**config.mk**
```make
export PLATFORM = sky130hd
export DESIGN_NAME = micro_sequencer
export DESIGN_NICKNAME = d
export VERILOG_FILES = /design/src/rtl/micro_sequencer.sv
export SDC_FILE = /design/constraint.sdc
export NUM_CORES = 1
export LEC_CHECK = 0
export BUFFER_PORTS_ARGS = -buffer_cell sky130_fd_sc_hd__buf_2
export CAP_MARGIN = 20
export CORE_MARGIN = 10
export CORE_UTILIZATION = 55
export DETAILED_ROUTE_END_ITERATION = 6
export GPL_TIMING_DRIVEN = 0
export PLACE_DENSITY_LB_ADDON = 0.05
export SYNTH_ARGS = -nofsm -noshare
export SYNTH_HDL_FRONTEND = slang
export SYNTH_SLANG_ARGS = --single-unit
```
**constraint.sdc**
```tcl
create_clock -name clk -period 5.3 [get_ports clk]
set_clock_uncertainty 0.15 [all_clocks]
set_input_delay 0.795 -clock clk [delete_from_list [all_inputs] [get_ports clk]]
set_output_delay 0.795 -clock clk [all_outputs]
set_load 0.01 [all_outputs]
```
**src/rtl/micro_sequencer.sv**
```systemverilog
// micro_sequencer: microprogrammed control sequencer with writable control store, opcode dispatch table and return stack (optional MICRO_SEQ_ERR_EN)
module micro_sequencer #(
    parameter int ADDR_W      = 5,
    parameter int SIG_W       = 5,
    parameter int OPCODE_W    = 5,
    parameter int CSEL_W      = 2,
    parameter int STACK_DEPTH = 4,
    parameter int W           = ADDR_W + 3 + 1 + CSEL_W + SIG_W
) (
    input  logic                 clk,
    input  logic                 rst_n,
    input  logic                 stall,
    input  logic [OPCODE_W-1:0]  opcode,
    input  logic [2**CSEL_W-1:0] flags,
    input  logic                 load_en,
    input  logic                 load_sel,
    input  logic [ADDR_W-1:0]    load_addr,
    input  logic [W-1:0]         load_data,
    output logic [SIG_W-1:0]     signals,
    output logic [ADDR_W-1:0]    upc,
    output logic                 halted,
    output logic                 err
);
    localparam logic [2:0] OP_DISP = 3'b001;
    localparam logic [2:0] OP_BR   = 3'b010;
    localparam logic [2:0] OP_CALL = 3'b011;
    localparam logic [2:0] OP_RET  = 3'b100;
    localparam logic [2:0] OP_HALT = 3'b101;
    localparam int IDX_W = $clog2(STACK_DEPTH);
`ifdef MICRO_SEQ_ERR_EN
    localparam int SP_W = IDX_W + 1;
`else
    localparam int SP_W = IDX_W;
`endif

    logic [W-1:0]           store [2**ADDR_W];
    logic [ADDR_W-1:0]      tbl_tgt [2**OPCODE_W];
    logic [2**OPCODE_W-1:0] tbl_vld;
    logic [ADDR_W-1:0]      stack [STACK_DEPTH];
    logic [W-1:0]           current;
    logic [SP_W-1:0]        sp, sp_dec;
    logic [ADDR_W-1:0]      next_addr, upc_inc, chosen;
    logic [2:0]             seq_op;
    logic [CSEL_W-1:0]      cond_sel;
    logic                   cond_pol, push, pop;
`ifdef MICRO_SEQ_ERR_EN
    logic                   fault;
`endif

    assign next_addr = current[W-1 -: ADDR_W];
    assign seq_op    = current[SIG_W+CSEL_W+1 +: 3];
    assign cond_pol  = current[SIG_W+CSEL_W];
    assign cond_sel  = current[SIG_W +: CSEL_W];
    assign signals   = current[SIG_W-1:0];
    assign upc_inc   = upc + 1'b1;
    assign sp_dec    = sp - 1'b1;

    // next-address selection plus the stack and fault side effects of the current microinstruction
    always_comb begin
        chosen = next_addr;
        push   = 1'b0;
        pop    = 1'b0;
`ifdef MICRO_SEQ_ERR_EN
        fault  = 1'b0;
`endif
        case (seq_op)
            OP_DISP: begin
                chosen = tbl_vld[opcode] ? tbl_tgt[opcode] : '0;
`ifdef MICRO_SEQ_ERR_EN
                fault  = !tbl_vld[opcode];
`endif
            end
            OP_BR:   chosen = (flags[cond_sel] == cond_pol) ? next_addr : upc_inc;
            OP_CALL: begin
`ifdef MICRO_SEQ_ERR_EN
                push  = sp != SP_W'(STACK_DEPTH);
                fault = sp == SP_W'(STACK_DEPTH);
`else
                push  = 1'b1;
`endif
            end
            OP_RET:  begin
`ifdef MICRO_SEQ_ERR_EN
                pop    = sp != '0;
                fault  = sp == '0;
                chosen = (sp != '0) ? stack[sp_dec[IDX_W-1:0]] : '0;
`else
                pop    = 1'b1;
                chosen = stack[sp_dec[IDX_W-1:0]];
`endif
            end
            OP_HALT: chosen = upc;
            default: ;
        endcase
    end

    // sequencing state: async reset, cleared while loading, otherwise advances unless stalled
    always_ff @(posedge clk or negedge rst_n) begin
        if (!rst_n) begin
            current <= '0;
            upc     <= '0;
            sp      <= '0;
            halted  <= 1'b0;
        end else if (load_en) begin
            current <= '0;
            upc     <= '0;
            sp      <= '0;
            halted  <= 1'b0;
        end else if (!stall) begin
            current <= store[chosen];
            upc     <= chosen;
            halted  <= halted | (seq_op == OP_HALT);
            if (push)
                sp <= sp + 1'b1;
            else if (pop)
                sp <= sp_dec;
        end
    end

    // return stack storage, written on every accepted push; contents survive reset
    always_ff @(posedge clk) begin
        if (rst_n && !load_en && !stall && push)
            stack[sp[IDX_W-1:0]] <= upc_inc;
    end

    // microcode and dispatch-target writes; contents survive reset
    always_ff @(posedge clk) begin
        if (load_en && !load_sel)
            store[load_addr] <= load_data;
        if (load_en && load_sel)
            tbl_tgt[load_addr[OPCODE_W-1:0]] <= load_data[ADDR_W-1:0];
    end

    // dispatch entry valid bits, cleared by reset so stale targets are never used
    always_ff @(posedge clk or negedge rst_n) begin
        if (!rst_n)
            tbl_vld <= '0;
        else if (load_en && load_sel)
            tbl_vld[load_addr[OPCODE_W-1:0]] <= load_data[ADDR_W];
    end

`ifdef MICRO_SEQ_ERR_EN
    // sticky sequencing fault flag, cleared by reset or a microcode load
    always_ff @(posedge clk or negedge rst_n) begin
        if (!rst_n)
            err <= 1'b0;
        else if (load_en)
            err <= 1'b0;
        else if (!stall && fault)
            err <= 1'b1;
    end
`else
    assign err = 1'b0;
`endif
endmodule

```
==> impl_results.md <==
- WS Path Type: in -> reg
- Number of clock sinks: about 750
- Post-Syn Nets: ~1800
- Clock Latency Late Sink: ~0.63 ns
- Crit path DAT: 5.50 ns
- Share of synthesized registers carrying an async set or reset: 7.49%
- Slowest stage delay, CP: roughly 0.61 ns
- Synthesized flop and latch total: ~750
- Slew margin rel.: between 20% and 30%
- Finished Core Util: 63.6%
- WL/cell: 30.0 um
- Hold Violations, Final: 0
- Row Count: 85
- N_diodes: 0
- Cell Pwr Density: roughly 490 mW/mm2
- Mapped Cells: about 1800
- H-tree levels: 3
- Final HPWL from detailed placement: 53300 um
- Commonest cells after routing, fill and taps aside: edfxtp_1 (692), nand2_1 (164), a211oi_1 (122)
- DR DRC count: 0
- Design area: between 0.03 and 0.04 mm2
- Crit start category: input port
- Commonest non-fill, non-tap cell in the layout: edfxtp_1
- Total gr overflow: 0
- RSZ-0062 raised after global routing: true
- Critical path buffers and inverters: 6
- Starting Density: 55.9%
- Fin crit period: 5.23 ns
- Register area share after synthesis: around 73%
- Global-route wire length before repair: ~120000 um
- Synth warn: 0
- Post-CTS Hold Fix Bufs: 0
- Most frequent CP cell: buf_2
- Final Setup Violations: 0
- Routed wire length: 80700 um
- Post-synth top flop: edfxtp_1
- Vias per inst: 6.49
- Max clock buf depth: 3
- Vias in the first global route: between 15000 and 20000
- Placer Congestion: approximately 0.94
- Die width: ~250 um
- Synthesized area per cell: ~17 um2
- Setup TNS: 0 ns
- CTS tree: yes
- Area post-placement: ~0.032 mm2
- CTS Root Cell: clkbuf_16
- Total Routing Usage GR: 25.3%
- 1st-iter DRT viols: roughly 2100
- Max VDD drop: a little under 300 uV
- Req. time, crit path: between 5 and 6 ns
- Static Leakage: 11.4 nW
- Yosys cell types: just under 60
- Number of max-cap violations: 0
- Die footprint: between 0.06 and 0.07 mm2
- Slowest CP cell: o41ai_2
- Largest net degree at the start of global routing: 58
- Critical-path cell list: buf_2 -> buf_2 -> buf_2 -> mux4_2 -> nor2b_1 -> a211oi_1 -> a21oi_1 -> a21oi_2 -> o22ai_4 -> buf_2 -> buf_2 -> buf_2 -> a311oi_1 -> o41ai_2 -> nand4_1
- Pre-antenna DRT Iters: 5
- Die Height: roughly 250 um
- Final Non-Filler Cells: 2691
- Layout cells sized above 1: between 20% and 30%
- CTS Buf Count: 75
- DR vias: 17500
- Cell family with most CP delay: buffers and inverters
- Max-slew violation count: 0
- Fin crit share: 98.7%
- Placed insts: approximately 2600
- Post-DRT Antenna Nets: 0
- IO Pins: between 40 and 50
- Worst-margin pin slew: around 1.1 ns
- Synthesized area: 0.0303 mm2
- EDFF count, synth: between 600 and 700
- Outcome: finished clean
- Clk pin slew, worst setup/hold paths: 0.06 ns
- Area Growth Syn to Fin: 13.6%
- CP max FO: 10
- CP Capture Type: register
- Initial antenna violation count: 1
- IO Port Bufs: 37
- Max Freq: about 190 MHz
- Post-layout net count: just under 2000
- Core Box Area: ~0.054 mm2
- Hold Path Class: in -> async
## logic make-up (layout without fill, tap and decap cells)
group / Yosys count / after routing / synth area share, %
AO/OA/AOI/OAI: 289 / 289 / 7.44
XOR/XNOR: 6 / 6 / 0.198
adder cells (fa/ha/maj): 5 / 5 / 0.207
buffers and inverters: 191 / 400 / 2.87
flip-flops: 748 / 748 / 73.3
multiplexers: 193 / 193 / 10.7
other: 1 / 1 / 0.0124
AND/OR/NAND/NOR: 353 / 353 / 5.27
## metal layers
| metal | routed length [um] | track usage [%] |
|---|---|---|
| met5 | 8 | 0 |
| met4 | 2030 | 6.68 |
| met3 | 6550 | 4.79 |
| met2 | 37500 | 38.6 |
| met1 | 34600 | 37.0 |
## metrics by stage
step	power [W]	hold slack [ns]	setup WS [ns]
after global routing	0.0175	0.157	-0.113
final	0.0169	0.122	0.0687
after global placement	0.0117	0.337	-0.897
after detailed placement	0.0118	0.342	-0.919
after CTS	0.0169	0.131	-0.0805
after floorplan	0.00995	0.325	1.47
## what timing repair did
action	in CTS	in global routing
gates resized for setup	17	13
endpoints found under the setup margin	14	15
setup buffers	1	0
pin swaps	1	2
## final timing paths
kind | start | slack, ns | end | depth (start not counted)
hold reg to reg | tbl_vld[23] | 0.36 | tbl_vld[23] | 1
setup / recovery | opcode[2] | 0.07 | current[6] | 15
hold / removal | rst_n | 0.12 | tbl_vld[10] | 1
setup reg to reg | sp[0] | 0.10 | current[6] | 14
min in group clk | tbl_vld[23] | 0.36 | tbl_vld[23] | 1
max in group asynchronous | rst_n | 4.29 | tbl_vld[22] | 1
## report_power, final
group	internal, W	switching (W)
registers	0.00658	0.0000908
clock network	0.00285	0.00222
logic	0.00176	0.00340
total	0.0112	0.00570
## layout make-up
class,count,area (um2)
inverters,63,236
fillers,3794,19700
clock inverters,42,297
clock buffers,96,2020
multi-input cells,847,7460
well taps,696,871
flip-flops and latches,748,22200
plain buffers,128,639
repair buffers,71,706
## flip-flops by register name, indices dropped and copies added, names as in the netlist
signal / count
sp: 2
current: 16
upc: 5
tbl_tgt: 160
stack: 20
tbl_vld: 32
halted: 1
store: 512
## Yosys cell counts (all sizes together), types with 3 or more instances
master,n,area (um2)
nor2b,16,108
a211oi,122,916
a21oi,15,82.6
mux4,102,2300
mux2i,54,541
nand2,164,616
nand3b,4,30.0
nand2b,22,138
dfrtp,56,1400
a32oi,15,131
a22oi,26,195
mux2,37,417
a311oi,60,526
o41ai,17,164
nor3,3,15.0
nand4b,4,35.0
nand4,17,106
buf,59,374
o21ai,14,73.8
nor2,92,345
or3,3,18.8
and2,9,56.3
or3b,3,26.3
edfxtp,692,20800
ha,5,62.6
xnor2,5,51.3
a31oi,6,37.5
inv,63,236
clkbuf,69,259
nand3,7,35.0
Power figures use the tool's default switching activity.
